### src/rtl/ysyx_23060096_wbu_if.sv
// Result channels from EXU/LSU and the register-file write port of the write-back unit.
// The master side produces results and consumes writes; the WBU is the slave.
interface ysyx_23060096_wbu_if #(
  parameter int DATA_WIDTH     = 32,
  parameter int REG_ADDR_WIDTH = 5
);
  logic                      exu_valid;
  logic                      exu_ready;
  logic [REG_ADDR_WIDTH-1:0] exu_rd;
  logic [DATA_WIDTH-1:0]     exu_data;

  logic                      lsu_valid;
  logic                      lsu_ready;
  logic [REG_ADDR_WIDTH-1:0] lsu_rd;
  logic [DATA_WIDTH-1:0]     lsu_rdata;
  logic [2:0]                lsu_funct3;
  logic [1:0]                lsu_addr_lo;

  logic                      rf_hold;
  logic                      rf_w_en;
  logic [REG_ADDR_WIDTH-1:0] rf_waddr;
  logic [DATA_WIDTH-1:0]     rf_wdata;

  modport master (
    output exu_valid, exu_rd, exu_data,
    output lsu_valid, lsu_rd, lsu_rdata, lsu_funct3, lsu_addr_lo,
    output rf_hold,
    input  exu_ready, lsu_ready,
    input  rf_w_en, rf_waddr, rf_wdata
  );

  modport slave (
    input  exu_valid, exu_rd, exu_data,
    input  lsu_valid, lsu_rd, lsu_rdata, lsu_funct3, lsu_addr_lo,
    input  rf_hold,
    output exu_ready, lsu_ready,
    output rf_w_en, rf_waddr, rf_wdata
  );
endinterface

### src/rtl/ysyx_23060096_wbu.sv
// Write-back unit: arbitrates EXU/LSU results (LSU first), formats loads, and drains an
// in-order FIFO into the register-file write port; also reports pending-write hazards.
module ysyx_23060096_wbu #(
  parameter int DATA_WIDTH     = 32,
  parameter int REG_ADDR_WIDTH = 5,
  parameter int DEPTH          = 2
) (
  input  logic                      clk,
  input  logic                      rstn,
  ysyx_23060096_wbu_if.slave        bus,
  input  logic [REG_ADDR_WIDTH-1:0] hz_rs1,
  input  logic [REG_ADDR_WIDTH-1:0] hz_rs2,
  output logic                      hz_busy1,
  output logic                      hz_busy2,
  output logic [63:0]               retire_cnt
);

  localparam int PTR_W = (DEPTH > 1) ? $clog2(DEPTH) : 1;
  localparam int CNT_W = PTR_W + 1;

  localparam logic [2:0] F3_LB  = 3'b000;
  localparam logic [2:0] F3_LH  = 3'b001;
  localparam logic [2:0] F3_LBU = 3'b100;
  localparam logic [2:0] F3_LHU = 3'b101;

  logic [REG_ADDR_WIDTH-1:0] rd_mem   [DEPTH];
  logic [DATA_WIDTH-1:0]     data_mem [DEPTH];
  logic [DEPTH-1:0]          entry_vld;
  logic [PTR_W-1:0]          wr_ptr;
  logic [PTR_W-1:0]          rd_ptr;
  logic [CNT_W-1:0]          count;

  logic                      full;
  logic                      empty;
  logic                      lsu_fire;
  logic                      exu_fire;
  logic                      accept;
  logic                      push;
  logic                      pop;
  logic [REG_ADDR_WIDTH-1:0] in_rd;
  logic [DATA_WIDTH-1:0]     in_data;
  logic [DATA_WIDTH-1:0]     load_data;
  logic [7:0]                ld_byte;
  logic [15:0]               ld_half;

  assign full  = (count == CNT_W'(DEPTH));
  assign empty = (count == '0);

  // Full is judged on registered occupancy, so a same-cycle pop never opens a slot.
  assign bus.lsu_ready = !full;
  assign bus.exu_ready = !full && !bus.lsu_valid;

  assign lsu_fire = bus.lsu_valid && bus.lsu_ready;
  assign exu_fire = bus.exu_valid && bus.exu_ready;
  assign accept   = lsu_fire || exu_fire;

  assign ld_byte = bus.lsu_rdata[{bus.lsu_addr_lo, 3'b000} +: 8];
  assign ld_half = bus.lsu_rdata[{bus.lsu_addr_lo[1], 4'b0000} +: 16];

  // NOTE: every always_comb output gets a default first so no path can infer a latch.
  always_comb begin
    load_data = bus.lsu_rdata;
    unique case (bus.lsu_funct3)
      F3_LB:   load_data = {{(DATA_WIDTH-8){ld_byte[7]}}, ld_byte};
      F3_LH:   load_data = {{(DATA_WIDTH-16){ld_half[15]}}, ld_half};
      F3_LBU:  load_data = {{(DATA_WIDTH-8){1'b0}}, ld_byte};
      F3_LHU:  load_data = {{(DATA_WIDTH-16){1'b0}}, ld_half};
      default: load_data = bus.lsu_rdata;
    endcase
  end

  assign in_rd   = lsu_fire ? bus.lsu_rd : bus.exu_rd;
  assign in_data = lsu_fire ? load_data  : bus.exu_data;

  // Writes to x0 retire but never occupy a FIFO slot.
  assign push = accept && (in_rd != '0);
  assign pop  = !empty && !bus.rf_hold;

  assign bus.rf_w_en  = pop;
  assign bus.rf_waddr = empty ? '0 : rd_mem[rd_ptr];
  assign bus.rf_wdata = empty ? '0 : data_mem[rd_ptr];

  // NOTE: the payload storage is not reset; entry_vld and count alone define what is live.
  always_ff @(posedge clk) begin
    if (push) begin
      rd_mem[wr_ptr]   <= in_rd;
      data_mem[wr_ptr] <= in_data;
    end
  end

  // NOTE: sequential state uses non-blocking assignments so all registers update together.
  always_ff @(posedge clk) begin
    if (!rstn) begin
      wr_ptr     <= '0;
      rd_ptr     <= '0;
      count      <= '0;
      entry_vld  <= '0;
      retire_cnt <= '0;
    end else begin
      if (push) begin
        wr_ptr            <= wr_ptr + PTR_W'(1);
        entry_vld[wr_ptr] <= 1'b1;
      end
      if (pop) begin
        rd_ptr            <= rd_ptr + PTR_W'(1);
        entry_vld[rd_ptr] <= 1'b0;
      end
      count <= count + CNT_W'(push) - CNT_W'(pop);
      if (accept) begin
        retire_cnt <= retire_cnt + 64'd1;
      end
    end
  end

  always_comb begin
    hz_busy1 = 1'b0;
    hz_busy2 = 1'b0;
    for (int i = 0; i < DEPTH; i++) begin
      if (entry_vld[i] && (rd_mem[i] == hz_rs1)) hz_busy1 = 1'b1;
      if (entry_vld[i] && (rd_mem[i] == hz_rs2)) hz_busy2 = 1'b1;
    end
    if (hz_rs1 == '0) hz_busy1 = 1'b0;
    if (hz_rs2 == '0) hz_busy2 = 1'b0;
  end

endmodule
### src/flat_wrapper.sv
// flat-port wrapper written by rule: the top's interface ports become plain ports
module ysyx_23060096_wbu_flat 
#(
  parameter int DATA_WIDTH     = 32,
  parameter int REG_ADDR_WIDTH = 5,
  parameter int DEPTH          = 2
)
  (clk, rstn, hz_rs1, hz_rs2, hz_busy1, hz_busy2, retire_cnt, bus_exu_valid, bus_exu_rd, bus_exu_data, bus_lsu_valid, bus_lsu_rd, bus_lsu_rdata, bus_lsu_funct3, bus_lsu_addr_lo, bus_rf_hold, bus_exu_ready, bus_lsu_ready, bus_rf_w_en, bus_rf_waddr, bus_rf_wdata);
  ysyx_23060096_wbu_if #(.DATA_WIDTH(DATA_WIDTH), .REG_ADDR_WIDTH(REG_ADDR_WIDTH)) bus_i ();
  input  logic clk;
  input  logic rstn;
  input  logic [REG_ADDR_WIDTH-1:0] hz_rs1;
  input  logic [REG_ADDR_WIDTH-1:0] hz_rs2;
  output logic hz_busy1;
  output logic hz_busy2;
  output logic [63:0] retire_cnt;
  input wire logic [$bits(bus_i.exu_valid)-1:0] bus_exu_valid;
  input wire logic [$bits(bus_i.exu_rd)-1:0] bus_exu_rd;
  input wire logic [$bits(bus_i.exu_data)-1:0] bus_exu_data;
  input wire logic [$bits(bus_i.lsu_valid)-1:0] bus_lsu_valid;
  input wire logic [$bits(bus_i.lsu_rd)-1:0] bus_lsu_rd;
  input wire logic [$bits(bus_i.lsu_rdata)-1:0] bus_lsu_rdata;
  input wire logic [$bits(bus_i.lsu_funct3)-1:0] bus_lsu_funct3;
  input wire logic [$bits(bus_i.lsu_addr_lo)-1:0] bus_lsu_addr_lo;
  input wire logic [$bits(bus_i.rf_hold)-1:0] bus_rf_hold;
  output wire logic [$bits(bus_i.exu_ready)-1:0] bus_exu_ready;
  output wire logic [$bits(bus_i.lsu_ready)-1:0] bus_lsu_ready;
  output wire logic [$bits(bus_i.rf_w_en)-1:0] bus_rf_w_en;
  output wire logic [$bits(bus_i.rf_waddr)-1:0] bus_rf_waddr;
  output wire logic [$bits(bus_i.rf_wdata)-1:0] bus_rf_wdata;
  assign bus_i.exu_valid = bus_exu_valid;
  assign bus_i.exu_rd = bus_exu_rd;
  assign bus_i.exu_data = bus_exu_data;
  assign bus_i.lsu_valid = bus_lsu_valid;
  assign bus_i.lsu_rd = bus_lsu_rd;
  assign bus_i.lsu_rdata = bus_lsu_rdata;
  assign bus_i.lsu_funct3 = bus_lsu_funct3;
  assign bus_i.lsu_addr_lo = bus_lsu_addr_lo;
  assign bus_i.rf_hold = bus_rf_hold;
  assign bus_exu_ready = bus_i.exu_ready;
  assign bus_lsu_ready = bus_i.lsu_ready;
  assign bus_rf_w_en = bus_i.rf_w_en;
  assign bus_rf_waddr = bus_i.rf_waddr;
  assign bus_rf_wdata = bus_i.rf_wdata;
  ysyx_23060096_wbu #(.DATA_WIDTH(DATA_WIDTH), .REG_ADDR_WIDTH(REG_ADDR_WIDTH), .DEPTH(DEPTH)) u_core (.clk(clk), .rstn(rstn), .bus(bus_i), .hz_rs1(hz_rs1), .hz_rs2(hz_rs2), .hz_busy1(hz_busy1), .hz_busy2(hz_busy2), .retire_cnt(retire_cnt));
endmodule
### config.mk
export PLATFORM = sky130hd
export DESIGN_NAME = ysyx_23060096_wbu_flat
export DESIGN_NICKNAME = d
export VERILOG_FILES = /design/src/rtl/ysyx_23060096_wbu_if.sv /design/src/rtl/ysyx_23060096_wbu.sv /design/src/flat_wrapper.sv
export SDC_FILE = /design/constraint.sdc
export NUM_CORES = 1
export LEC_CHECK = 0
export CAP_MARGIN = 20
export CORE_ASPECT_RATIO = 1.25
export CORE_MARGIN = 5
export CORE_UTILIZATION = 49
export CTS_CLUSTER_SIZE = 14
export DETAILED_ROUTE_END_ITERATION = 10
export PLACE_DENSITY = 0.81
export SETUP_SLACK_MARGIN = 0.02
export SLEW_MARGIN = 0
export SYNTH_ARGS = -nofsm -noshare
export SYNTH_HDL_FRONTEND = slang
export SYNTH_SLANG_ARGS = --single-unit
### constraint.sdc
create_clock -name clk -period 3.6 [get_ports clk]
set_clock_uncertainty 0.1 [all_clocks]
set_input_delay 0.54 -clock clk [delete_from_list [all_inputs] [get_ports clk]]
set_output_delay 0.54 -clock clk [all_outputs]
set_load 0.005 [all_outputs]
Word level (Yosys, flattened, before mapping). Memory sizes are Yosys's and may differ from the RTL's. A register that Yosys moved wholly into a read port is not among the register bits. Cells that the tools add are included.

Flip-flop bits (word level): 70. RAM bits: 74. Input port bits: 94. Output and inout port bits: 106. Word-level logic and storage cells: 74. Memories kept: 2.

$add $sub $neg: 5. $lt $le $gt $ge: 4. Equal/unequal tests: 8. Shifts and indexed selects: 2. Multiplexer cells: 24. Bitwise logic cells: 3. Reduce and logical (&&, ||, !) cells: 21.

Memory list: u_core.data_mem (words 2, bits a word 32, read ports 1, clocked after memory_dff 1, wr ports 1, line ysyx_23060096_wbu.sv:27) `logic [DATA_WIDTH-1:0] data_mem [DEPTH];`; u_core.rd_mem (words 2, bits a word 5, read ports 3, clocked after memory_dff 1, wr ports 1, line ysyx_23060096_wbu.sv:26) `logic [REG_ADDR_WIDTH-1:0] rd_mem [DEPTH];`.

Operators by type and width (number): case mux 32 bit (4 select lines) (1); adder 64 x 1 -> 64 bit, second input constant (1); two-way mux 32 bit (2); indexed part select 32 x 6 -> 16 bit (1); indexed part select 32 x 6 -> 8 bit (1); == test 5 bit (4); two-way mux 1 bit (14); logical AND 1 bit (11); logical NOT 5 bit (2); two-way mux 5 bit (2); == test 3 bit, second input constant (2); two-way mux 2 bit (3); nonzero test 5 bit (1); logical NOT 1 bit (4); < comparator 1 x 2 -> 1 bit, second input constant (2); == test 3 x 1 -> 1 bit, second input constant (1); logical NOT 3 bit (1); adder 1 bit, second input constant (2); adder 2 x 1 -> 2 bit (1); AND 2 bit (1); demux 1 bit (select 1 bit) (2); == test 2 bit, second input constant (1); >= comparator 1 bit, second input constant (2); logical NOT 2 bit (1); 4 further kinds (4).

Logic depth before layout (Yosys ltp). Gate-level depths: netlist of the first run.

Depth in word-level cells: 10. Depth in mapped cells: 11. Gate-level depth less buffers: 10.

Worst setup path before layout of the first run. Ideal clock, no wire load.

Path kind: reg2reg. Start point: reg u_core.count[1]. End point: mem u_core.data_mem[0][0], enable pin. Data arrival time: 2.732 ns. Setup slack: 0.337 ns. Stages on the path, launching flop included: 8. Path through: dfxtp_1 nor2b_4 buf_6 inv_2 nand2_1 mux2_2 o31ai_4 nor2_1.

Cells in the longest elaborated chain, start to end: 8. Elaborated cells on any way between the ends: 11. Those cells by class: eq/ne (1); mux (3); reduce/logical (7).

RTL lines: start, declared (line ysyx_23060096_wbu.sv:31) `logic [CNT_W-1:0] count;`; start signal, assigned (line ysyx_23060096_wbu.sv:108) `count <= count + CNT_W'(push) - CNT_W'(pop);`; == test 2 bit (line ysyx_23060096_wbu.sv:46) `assign full = (count == CNT_W'(DEPTH));`; logical NOT 1 bit (line ysyx_23060096_wbu.sv:50) `assign bus.lsu_ready = !full;`; via bus_lsu_ready (line flat_wrapper.sv:27) `output wire logic [$bits(bus_i.lsu_ready)-1:0] bus_lsu_ready;`; logical AND 1 bit (line ysyx_23060096_wbu.sv:53) `assign lsu_fire = bus.lsu_valid && bus.lsu_ready;`; two-way mux 5 bit (line ysyx_23060096_wbu.sv:72) `assign in_rd = lsu_fire ? bus.lsu_rd : bus.exu_rd;`; via u_core.in_rd[2] (line ysyx_23060096_wbu.sv:40) `logic [REG_ADDR_WIDTH-1:0] in_rd;`; nonzero test 5 bit (line ysyx_23060096_wbu.sv:76) `assign push = accept && (in_rd != '0);`; logical AND 1 bit (line ysyx_23060096_wbu.sv:76); two-way mux 1 bit (line ysyx_23060096_wbu.sv:85) `if (push) begin`; two-way mux 1 bit (implied by the code) (line ysyx_23060096_wbu.sv:87) `data_mem[wr_ptr] <= in_data;`; end, declared (line ysyx_23060096_wbu.sv:27).

The timed path passes the listed nets, and every way through them passes these cells.

Worst setup path in the final report of the first run.
Start point: in hz_rs1[1]. End point: out hz_busy1.

Cells in the longest elaborated chain, start to end: 5. Elaborated cells on any way between the ends: 8. Those cells by class: eq/ne (2); mux (3); reduce/logical (3).

RTL lines: start, declared (line flat_wrapper.sv:12) `input logic [REG_ADDR_WIDTH-1:0] hz_rs1;`; == test 5 bit (line ysyx_23060096_wbu.sv:119) `if (entry_vld[i] && (rd_mem[i] == hz_rs1)) hz_busy1 = 1'b1;`; logical AND 1 bit (line ysyx_23060096_wbu.sv:119); two-way mux 1 bit (2 in a row) (line ysyx_23060096_wbu.sv:119); two-way mux 1 bit (*) (line ysyx_23060096_wbu.sv:122) `if (hz_rs1 == '0) hz_busy1 = 1'b0;`; end, declared (line flat_wrapper.sv:14) `output logic hz_busy1;`.

Every way passes the cells marked *; elsewhere a longest branch is shown, timed or not.

==> results of run 1 <==
-- flip-flops by register name, summed over array words and instances, names as in the netlist, named ones only --
signal	flops
u_core.count	2
u_core.data_mem	64
u_core.entry_vld	2
u_core.rd_mem	10
u_core.rd_ptr	1
u_core.retire_cnt	64
u_core.wr_ptr	1
-- cells by family after synthesis --
| kind of cell | Yosys count | share of synthesized area |
|---|---|---|
| buffers and inverters | 60 | 0.0336 |
| flip-flops | 145 | 0.482 |
| multiplexers | 50 | 0.0698 |
| adder cells (fa/ha/maj) | 3 | 0.00496 |
| AO/OA/AOI/OAI | 162 | 0.132 |
| AND/OR/NAND/NOR | 314 | 0.226 |
| XOR/XNOR | 45 | 0.0521 |
-- routing by layer --
metal,vias up,wire [um],track usage
met5,-,0,0
met4,0,429,0.0830
met3,32,1880,0.0785
met2,289,11100,0.428
met1,3288,8600,0.282
li1,3298,-,-
-- placed cells by master, fill, tap and decap left out, types with 14 or more instances in the layout --
| master | count |
|---|---|
| inv_1 | 18 |
| clkdlybuf4s50_1 | 199 |
| mux2i_1 | 46 |
| nand2_1 | 71 |
| a21oi_1 | 63 |
| nand4_1 | 25 |
| or3_1 | 14 |
| nand3_1 | 26 |
| edfxtp_1 | 74 |
| o21ai_0 | 41 |
| clkbuf_16 | 21 |
| or4_1 | 23 |
| nor2_1 | 84 |
| o31ai_1 | 21 |
| buf_4 | 15 |
| xnor2_1 | 15 |
| xor2_1 | 30 |
| dfxtp_1 | 70 |
-- cell type report --
| type | instances | share of cell area |
|---|---|---|
| clock inverter | 9 | 0.00756 |
| tap | 208 | 0.0250 |
| inverter | 20 | 0.00720 |
| multi-input combinational | 574 | 0.354 |
| sequential | 145 | 0.350 |
| timing repair buffer | 215 | 0.204 |
| clock buffer | 23 | 0.0531 |
-- Yosys cell counts (5+ instances only) --
master     count
nor2_1        87
a21oi_1       63
mux2i_1       46
nand3_1       26
nor4_1        10
edfxtp_1      74
and4_1         6
o31ai_1       21
nor3_1         5
nand4_1       25
o21ai_0       41
a221o_1        8
and3_1        13
inv_1         19
buf_1          5
nand2_1       71
clkbuf_1      28
a31oi_1        7
a2bb2oi_1      7
xor2_1        30
dfxtp_1       71
and2_1         6
or3_1         14
or4_1         23
xnor2_1       15
-- per-stage QoR --
stage	instances	hold WS, ns
after floorplan	779	0.358
after global placement	1162	0.364
after detailed placement	1162	0.378
after CTS	1194	0.387
after global routing	1194	0.413
final	1194	0.382
-- power breakdown --
part           total [mW]  leakage (nW)  switching (mW)  internal [mW]
registers            2.23          1.28           0.154           2.08
logic                1.58          1.94           0.804          0.772
clock network        1.82         0.313           0.722           1.10
total                5.63          3.54            1.68           3.95
-- final timing paths --
| check | from | to | slack [ns] | cells after the start |
|---|---|---|---|---|
| setup / recovery | hz_rs1[1] | hz_busy1 | 0.63 | 6 |
| hold / removal | u_core.retire_cnt[63]$_SDFFE_PN0P_ | u_core.retire_cnt[63]$_SDFFE_PN0P_ | 0.38 | 2 |
| setup reg to reg | u_core.count[1]$_SDFF_PN0_ | u_core.count[1]$_SDFF_PN0_ | 0.76 | 10 |
| hold reg to reg | u_core.retire_cnt[63]$_SDFFE_PN0P_ | u_core.retire_cnt[63]$_SDFFE_PN0P_ | 0.38 | 2 |
-- worst max-delay path, stage by stage --
cell	delay [ns]
clkdlybuf4s50_1	0.47
xor2_1	0.17
nor4_1	0.35
nand3_1	0.12
a21oi_1	0.16
clkdlybuf4s50_1	0.52
==> reports/metrics.cfg, run 1 <==
[logic_synthesis]
synthFlopType = edfxtp_1
ys_ff_latch = 145
synth_nets = 876
yosysUniqueCellTypes = 60
ys_seq_area_frac = 0.482
synth.avg_cell_area_sq_um = 9.71
synth_edf_count = 74
ys.warnings.count = 0
synthesis.instances = 779
synthArstFlopShare = 0
yosysTopAreaCellShare = 0.294
yosysTopAreaCell = edfxtp_1
synthTopCellsByArea = edfxtp_1, dfxtp_1, mux2i_1
synth_area_sq_mm = 0.00757

[power_and_ir_drop]
power_mw = 5.63
power.density_mw_per_mm2 = 540
ir_worst_vdd_mv = 0.379
leakage_nw = 3.54

[sta]
worst_slack_ns = 0.629
final.setup.tns_ns = 0
tightest_slew_ns = 0.995
fmax_mhz = 337
min_period_ns = 2.97
hold_viol = 0
min_period_over_period = 0.825
drv_slew = 0
rsz0062_at_grt = false
max_slew_margin = 0.333
setup_viol = 0

[floorplan]
start_util = 0.502
core.rowCount = 50
ios = 200
die_x_um = 121
dieArea_sq_mm = 0.0180
die_y_um = 149
core_sq_mm = 0.0151

[job]
drv_cap = 0

[place]
place_area_sq_mm = 0.00979
numPortBuffers = 199
dp_hpwl_um = 16100
gp_congestion = 0.873
place_worst_setup_slack_ns = 0.571

[cts]
clock_path_buffers = 2
hold_buffers = 0
clock_latency_ns = 0.43
cts_tree = built
path_clk_slew_ns = 0.07
cts.htree.levels = 4
cts_buffers = 17
cts_resized = 0
root_buffer = clkbuf_16
cts.sinks = 145
postCtsSetupBuffers = 0

[critical_path]
worst-path-max-fanout = 3
endpoint_kind = output port
crit_type = in2out
required_ns = 2.96
crit_path_start_kind = input port
cp.arrival_ns = 2.33

[final_layout]
design_area_sq_mm = 0.0104
seqCellArea_sq_mm = 0.00364
multi_input_area_sq_mm = 0.00369
area_growth_pct = 37.8
antenna_cells = 0
drive_above_1_share = 0.0801
nFillCells = 1129
final_core_util = 0.691
final_nets = 1070

[detailed_routing]
drc = 0
wl_per_cell_um = 18.5
drt_iter0_drc = 577
antenna_left = 0
drt-pass1-iter-count = 5
drt-total-wl_um = 22100
vias = 6907
vias_per_cell = 5.78

[global_route]
overflow = 0
track_usage = 0.245
antenna_found_initial = 0
grt_pass1_vias = 6682
grt_max_degree = 58
grt_pass1_wl_um = 34800

[run_status]
status = complete, no violations

[hold_path]
min_path_type = reg2reg

Power figures use the tool's default switching activity.
==> run 2: changes to the inputs <==
--- a/config.mk
+++ b/config.mk
@@ -8,10 +8,10 @@
 export CAP_MARGIN = 20
 export CORE_ASPECT_RATIO = 1.25
 export CORE_MARGIN = 5
-export CORE_UTILIZATION = 49
+export CORE_UTILIZATION = 45
 export CTS_CLUSTER_SIZE = 14
 export DETAILED_ROUTE_END_ITERATION = 10
-export PLACE_DENSITY = 0.81
+export PLACE_DENSITY = 0.78
 export SETUP_SLACK_MARGIN = 0.02
 export SLEW_MARGIN = 0
 export SYNTH_ARGS = -nofsm -noshare
==> constraint.sdc (replaced) <==
create_clock -name clk -period 2.7 [get_ports clk]
set_clock_uncertainty 0.1 [all_clocks]
set_input_delay 0.405 -clock clk [delete_from_list [all_inputs] [get_ports clk]]
set_output_delay 0.405 -clock clk [all_outputs]
set_load 0.005 [all_outputs]
==> reports/metrics.cfg, run 2 (same netlist as run 1, synthesis figures left out) <==
[run_status]
status = complete, no violations

[power_and_ir_drop]
power_mw = 7.46
power.density_mw_per_mm2 = 701
leakage_nw = 3.72
ir_worst_vdd_mv = 0.513

[critical_path]
reg2reg_slack_ns = 0.19
regToRegStartpoint = u_core.count[1]$_SDFF_PN0_
crit_type = reg2out
cp.arrival_ns = 2.00
required_ns = 2.19
crit_path_start_kind = flip-flop
worst-path-max-fanout = 18
endpoint_kind = output port

[global_route]
grt_pass1_vias = 6856
antenna_found_initial = 0
track_usage = 0.225
grt_pass1_wl_um = 35400
overflow = 0
grt_max_degree = 66

[cts]
hold_buffers = 0
cts.htree.levels = 4
clock_latency_ns = 0.41
root_buffer = clkbuf_16
cts_tree = built
clock_path_buffers = 2
cts.sinks = 145
path_clk_slew_ns = 0.06
cts_buffers = 17

[floorplan]
core.rowCount = 53
die_y_um = 155
core_sq_mm = 0.0166
start_util = 0.455
dieArea_sq_mm = 0.0195
die_x_um = 126
ios = 200

[sta]
max_slew_margin = 0.254
hold_viol = 0
min_period_over_period = 0.929
setup_viol = 0
drv_slew = 0
final.setup.tns_ns = 0
rsz0062_at_grt = false
holdWs_ns = 0.386
fmax_mhz = 399
tightest_slew_ns = 1.11
min_period_ns = 2.51

[detailed_routing]
antenna_left = 0
wl_per_cell_um = 18.1
vias_per_cell = 5.68
drt-total-wl_um = 22400
drc = 0
vias = 7007
drt_iter0_drc = 470
drt-pass1-iter-count = 5

[final_layout]
final_nets = 1098
area_growth_pct = 40.7
antenna_cells = 0
design_area_sq_mm = 0.0106
final_common_cell = clkdlybuf4s50_1
drive_above_1_share = 0.106
final_cell_mix = clkdlybuf4s50_1, nor2_1, edfxtp_1, nand2_1, dfxtp_1
largestRegisters = u_core.data_mem (64), u_core.retire_cnt (64), u_core.rd_mem (10)

[hold_path]
min_path_type = reg2reg
min_from = u_core.retire_cnt[63]$_SDFFE_PN0P_

[place]
numPortBuffers = 199
place_area_sq_mm = 0.00998
gp_congestion = 0.905
dp_hpwl_um = 16800

[job]
drv_cap = 0

-- run 2: changes by cell type in the layout (fill, tap and decap cells not counted), sizes merged --
| cell | previous run | this run |
|---|---|---|
| buf | 16 | 44 |
| clkbuf | 23 | 22 |
| dlymetal6s2s | 0 | 5 |
| clkdlybuf4s50 | 199 | 194 |
| clkinvlp | 0 | 2 |
| inv | 23 | 24 |
| clkinv | 6 | 4 |
-- run 2: metrics by stage --
stage | setup WS [ns] | util | instances
final | 0.191 | 0.640 | 1234
after global routing | 0.0683 | 0.640 | 1234
after CTS | 0.0510 | 0.634 | 1228
after detailed placement | -0.237 | 0.600 | 1196
after global placement | -0.166 | 0.600 | 1196
after floorplan | -0.563 | - | 779
-- run 2: report_power, final --
group	leakage [nW]	switching (mW)	total, mW	internal, mW
clock network	0.278	0.927	2.24	1.31
logic	2.15	1.12	2.27	1.15
registers	1.28	0.186	2.95	2.77
-- run 2: repair_timing --
item | CTS | global route
pin swaps | 0 | 4
setup endpoints to repair | 6 | 2
buffers inserted | 0 | 4
gates resized for setup | 1 | 7
-- run 2: cell type report --
cell class	instances	area, sq um
multi-input cells	574	3700
well taps	220	275
inverters	20	75.1
clock inverters	10	70.1
flip-flops and latches	145	3640
clock buffers	22	497
repair buffers	243	2380
fillers	1343	6000
-- run 2: worst max-delay path: stages, from the launching register on --
cell and delay [ns]:
dfxtp_2 0.53, buf_12 0.23, mux2i_1 0.09, nor2_1 0.18, clkdlybuf4s50_1 0.56
-- run 2: per-layer routing --
metal  vias to the layer above  GRT usage  wire (um)
met5                         -          0          0
li1                       3361          -          -
met4                         0     0.0976        799
met2                       295      0.386      11000
met3                        53     0.0683       1790
met1                      3298      0.260       8720
-- run 2: worst paths after layout --
kind	endpoint	depth (start not counted)
worst min register to register	u_core.retire_cnt[63]$_SDFFE_PN0P_	2
worst min-delay path	u_core.retire_cnt[63]$_SDFFE_PN0P_	2
worst max-delay path	bus_rf_wdata[8]	4
worst max register to register	u_core.count[1]$_SDFF_PN0_	10
==> run 3: changes to the inputs <==
--- a/config.mk
+++ b/config.mk
@@ -11,6 +11,7 @@
 export CORE_UTILIZATION = 45
 export CTS_CLUSTER_SIZE = 14
 export DETAILED_ROUTE_END_ITERATION = 10
+export GPL_ROUTABILITY_DRIVEN = 0
 export PLACE_DENSITY = 0.78
 export SETUP_SLACK_MARGIN = 0.02
 export SLEW_MARGIN = 0
==> reports/metrics.cfg, run 3 (same netlist as run 1, synthesis figures left out) <==
[critical_path]
crit_chain = nor2_2, buf_12, nor2_1, clkdlybuf4s50_1
required_ns = 2.19
cp.arrival_ns = 1.96
critPathSlowestCell = clkdlybuf4s50_1
endpoint_kind = output port
crit_path_start_kind = flip-flop
path_delay_family = buffers and inverters
crit_type = reg2out
cp_slowest_stage_delay_ns = 0.57
regToRegStartpoint = u_core.count[1]$_SDFF_PN0_
path_buf_inv = 2
reg2reg_slack_ns = 0.26
reg2reg_depth = 10
reg2reg_to = u_core.count[1]$_SDFF_PN0_
worst-path-max-fanout = 37

[power_and_ir_drop]
intPower_mw = 5.37
power_mw = 7.62
power.density_mw_per_mm2 = 717
netSwitchingPower_mw = 2.25
leakage_nw = 3.67
comb_power_share = 0.298
ir_worst_vdd_mv = 0.496
switching_share = 0.296
power_frac_seq = 0.390
pwr-share-clk = 0.312

[sta]
holdWs_ns = 0.413
hold_viol = 0
tightest_slew_ns = 1.07
fmax_mhz = 405
worst_slack_ns = 0.231
rsz0062_at_grt = false
final.setup.tns_ns = 0
min_period_over_period = 0.915
setup_viol = 0
drv_slew = 0
max_slew_margin = 0.285
min_period_ns = 2.47

[global_route]
grt_pass1_vias = 6831
antenna_found_initial = 0
grt_pass1_wl_um = 35500
track_usage = 0.225
overflow = 0
grt_max_degree = 66

[final_layout]
nFillCells = 1339
seqCellArea_sq_mm = 0.00365
drive_above_1_share = 0.0983
area_growth_pct = 40.5
largestRegisters = u_core.data_mem (64), u_core.retire_cnt (64), u_core.rd_mem (10)
instances_no_fill = 1227
final_cell_mix = clkdlybuf4s50_1, nor2_1, edfxtp_1, nand2_1, dfxtp_1
final_common_cell = clkdlybuf4s50_1
antenna_cells = 0
final_nets = 1091
multi_input_area_sq_mm = 0.00370
final_core_util = 0.639
design_area_sq_mm = 0.0106

[detailed_routing]
drt-pass1-iter-count = 5
vias = 7020
antenna_left = 0
vias_per_cell = 5.72
drc = 0
wl_per_cell_um = 18.4
drt_iter0_drc = 749
drt-total-wl_um = 22500

[run_status]
status = complete, no violations

[floorplan]
ios = 200
dieArea_sq_mm = 0.0195
core.rowCount = 53
core_sq_mm = 0.0166
start_util = 0.455
die_x_um = 126
die_y_um = 155

[cts]
cts.sinks = 145
clock_latency_ns = 0.42
clock_path_buffers = 2
cts.htree.levels = 4
cts_buffers = 17
root_buffer = clkbuf_16
path_clk_slew_ns = 0.06
cts_tree = built

[place]
place_area_sq_mm = 0.00997
numPortBuffers = 199
place_worst_setup_slack_ns = -0.195
dp_cells = 1192
dp_hpwl_um = 16500

[job]
drv_cap = 0

[hold_path]
min_path_type = reg2reg
holdPathEnd = u_core.retire_cnt[63]$_SDFFE_PN0P_
min_from = u_core.retire_cnt[63]$_SDFFE_PN0P_
hold_path_depth = 2

[run 3: cell count changes in the layout (fill, tap and decap cells not counted), moves of 2 or more]
cell	previous run	this run
buf_4	40	32
clkinvlp_4	2	4
dlymetal6s2s_1	5	3
clkbuf_16	19	17
inv_4	3	0
bufinv_16	0	3
clkdlybuf4s50_1	194	196
[run 3: worst max-delay path by stage]
stage                                              from                               to  slack (ns)  cells past startpoint
final                        u_core.count[0]$_SDFF_PN0_                 bus_rf_wdata[24]        0.23                      4
after global routing         u_core.count[1]$_SDFF_PN0_       u_core.count[1]$_SDFF_PN0_        0.09                     10
after CTS                 u_core.rd_mem[0][1]$_DFFE_PP_                         hz_busy1        0.03                      5
after detailed placement                  bus_lsu_valid  u_core.data_mem[0][5]$_DFFE_PP_       -0.19                      5
after global placement                    bus_lsu_valid  u_core.data_mem[0][5]$_DFFE_PP_       -0.14                      5
after floorplan              u_core.count[1]$_SDFF_PN0_  u_core.data_mem[0][0]$_DFFE_PP_       -0.56                      7
[run 3: cell type report]
type                       count  area share
clock inverter                13      0.0151
multi-input combinational    574       0.348
timing repair buffer         236       0.220
clock buffer                  19      0.0407
sequential                   145       0.343
inverter                      20     0.00706
tap                          220      0.0259
[run 3: worst register-to-register path: cells and delay by family (launching register included)]
kind | cells | cell delay, ns
AOI/OAI and AO/OA | 1 | 0.42
xor gates and xnor gates | 2 | 0.30
adders and majority gates | 1 | 0.20
buffers and inverters | 2 | 0.17
DFF | 1 | 0.38
muxes | 1 | 0.39
and+or+nand+nor | 3 | 0.36
[run 3: routing by layer]
layer | track usage | part of all wire | vias to the layer above
li1 | - | - | 3327
met5 | 0 | 0 | -
met1 | 0.269 | 0.40 | 3372
met2 | 0.385 | 0.50 | 281
met3 | 0.0677 | 0.079 | 40
met4 | 0.0756 | 0.028 | 0
[run 3: power by group through the flow]
stage                     Clock (mW)  Sequential, mW  Combinational [mW]
after detailed placement           0            3.02                2.21
after CTS                       2.40            2.98                2.23
final                           2.38            2.97                2.27
after global placement             0            3.00                2.18
after floorplan                    0            2.93                1.08
after global routing            2.51            3.01                2.45
[run 3: repair_timing]
action / 4_1_cts / 5_1_grt
resized for setup: 0 / 6
endpoints found under the setup margin: 0 / 10
setup buffers: 0 / 1
hold buffers: 0 / 0
hold endpoints to repair: 0 / 0
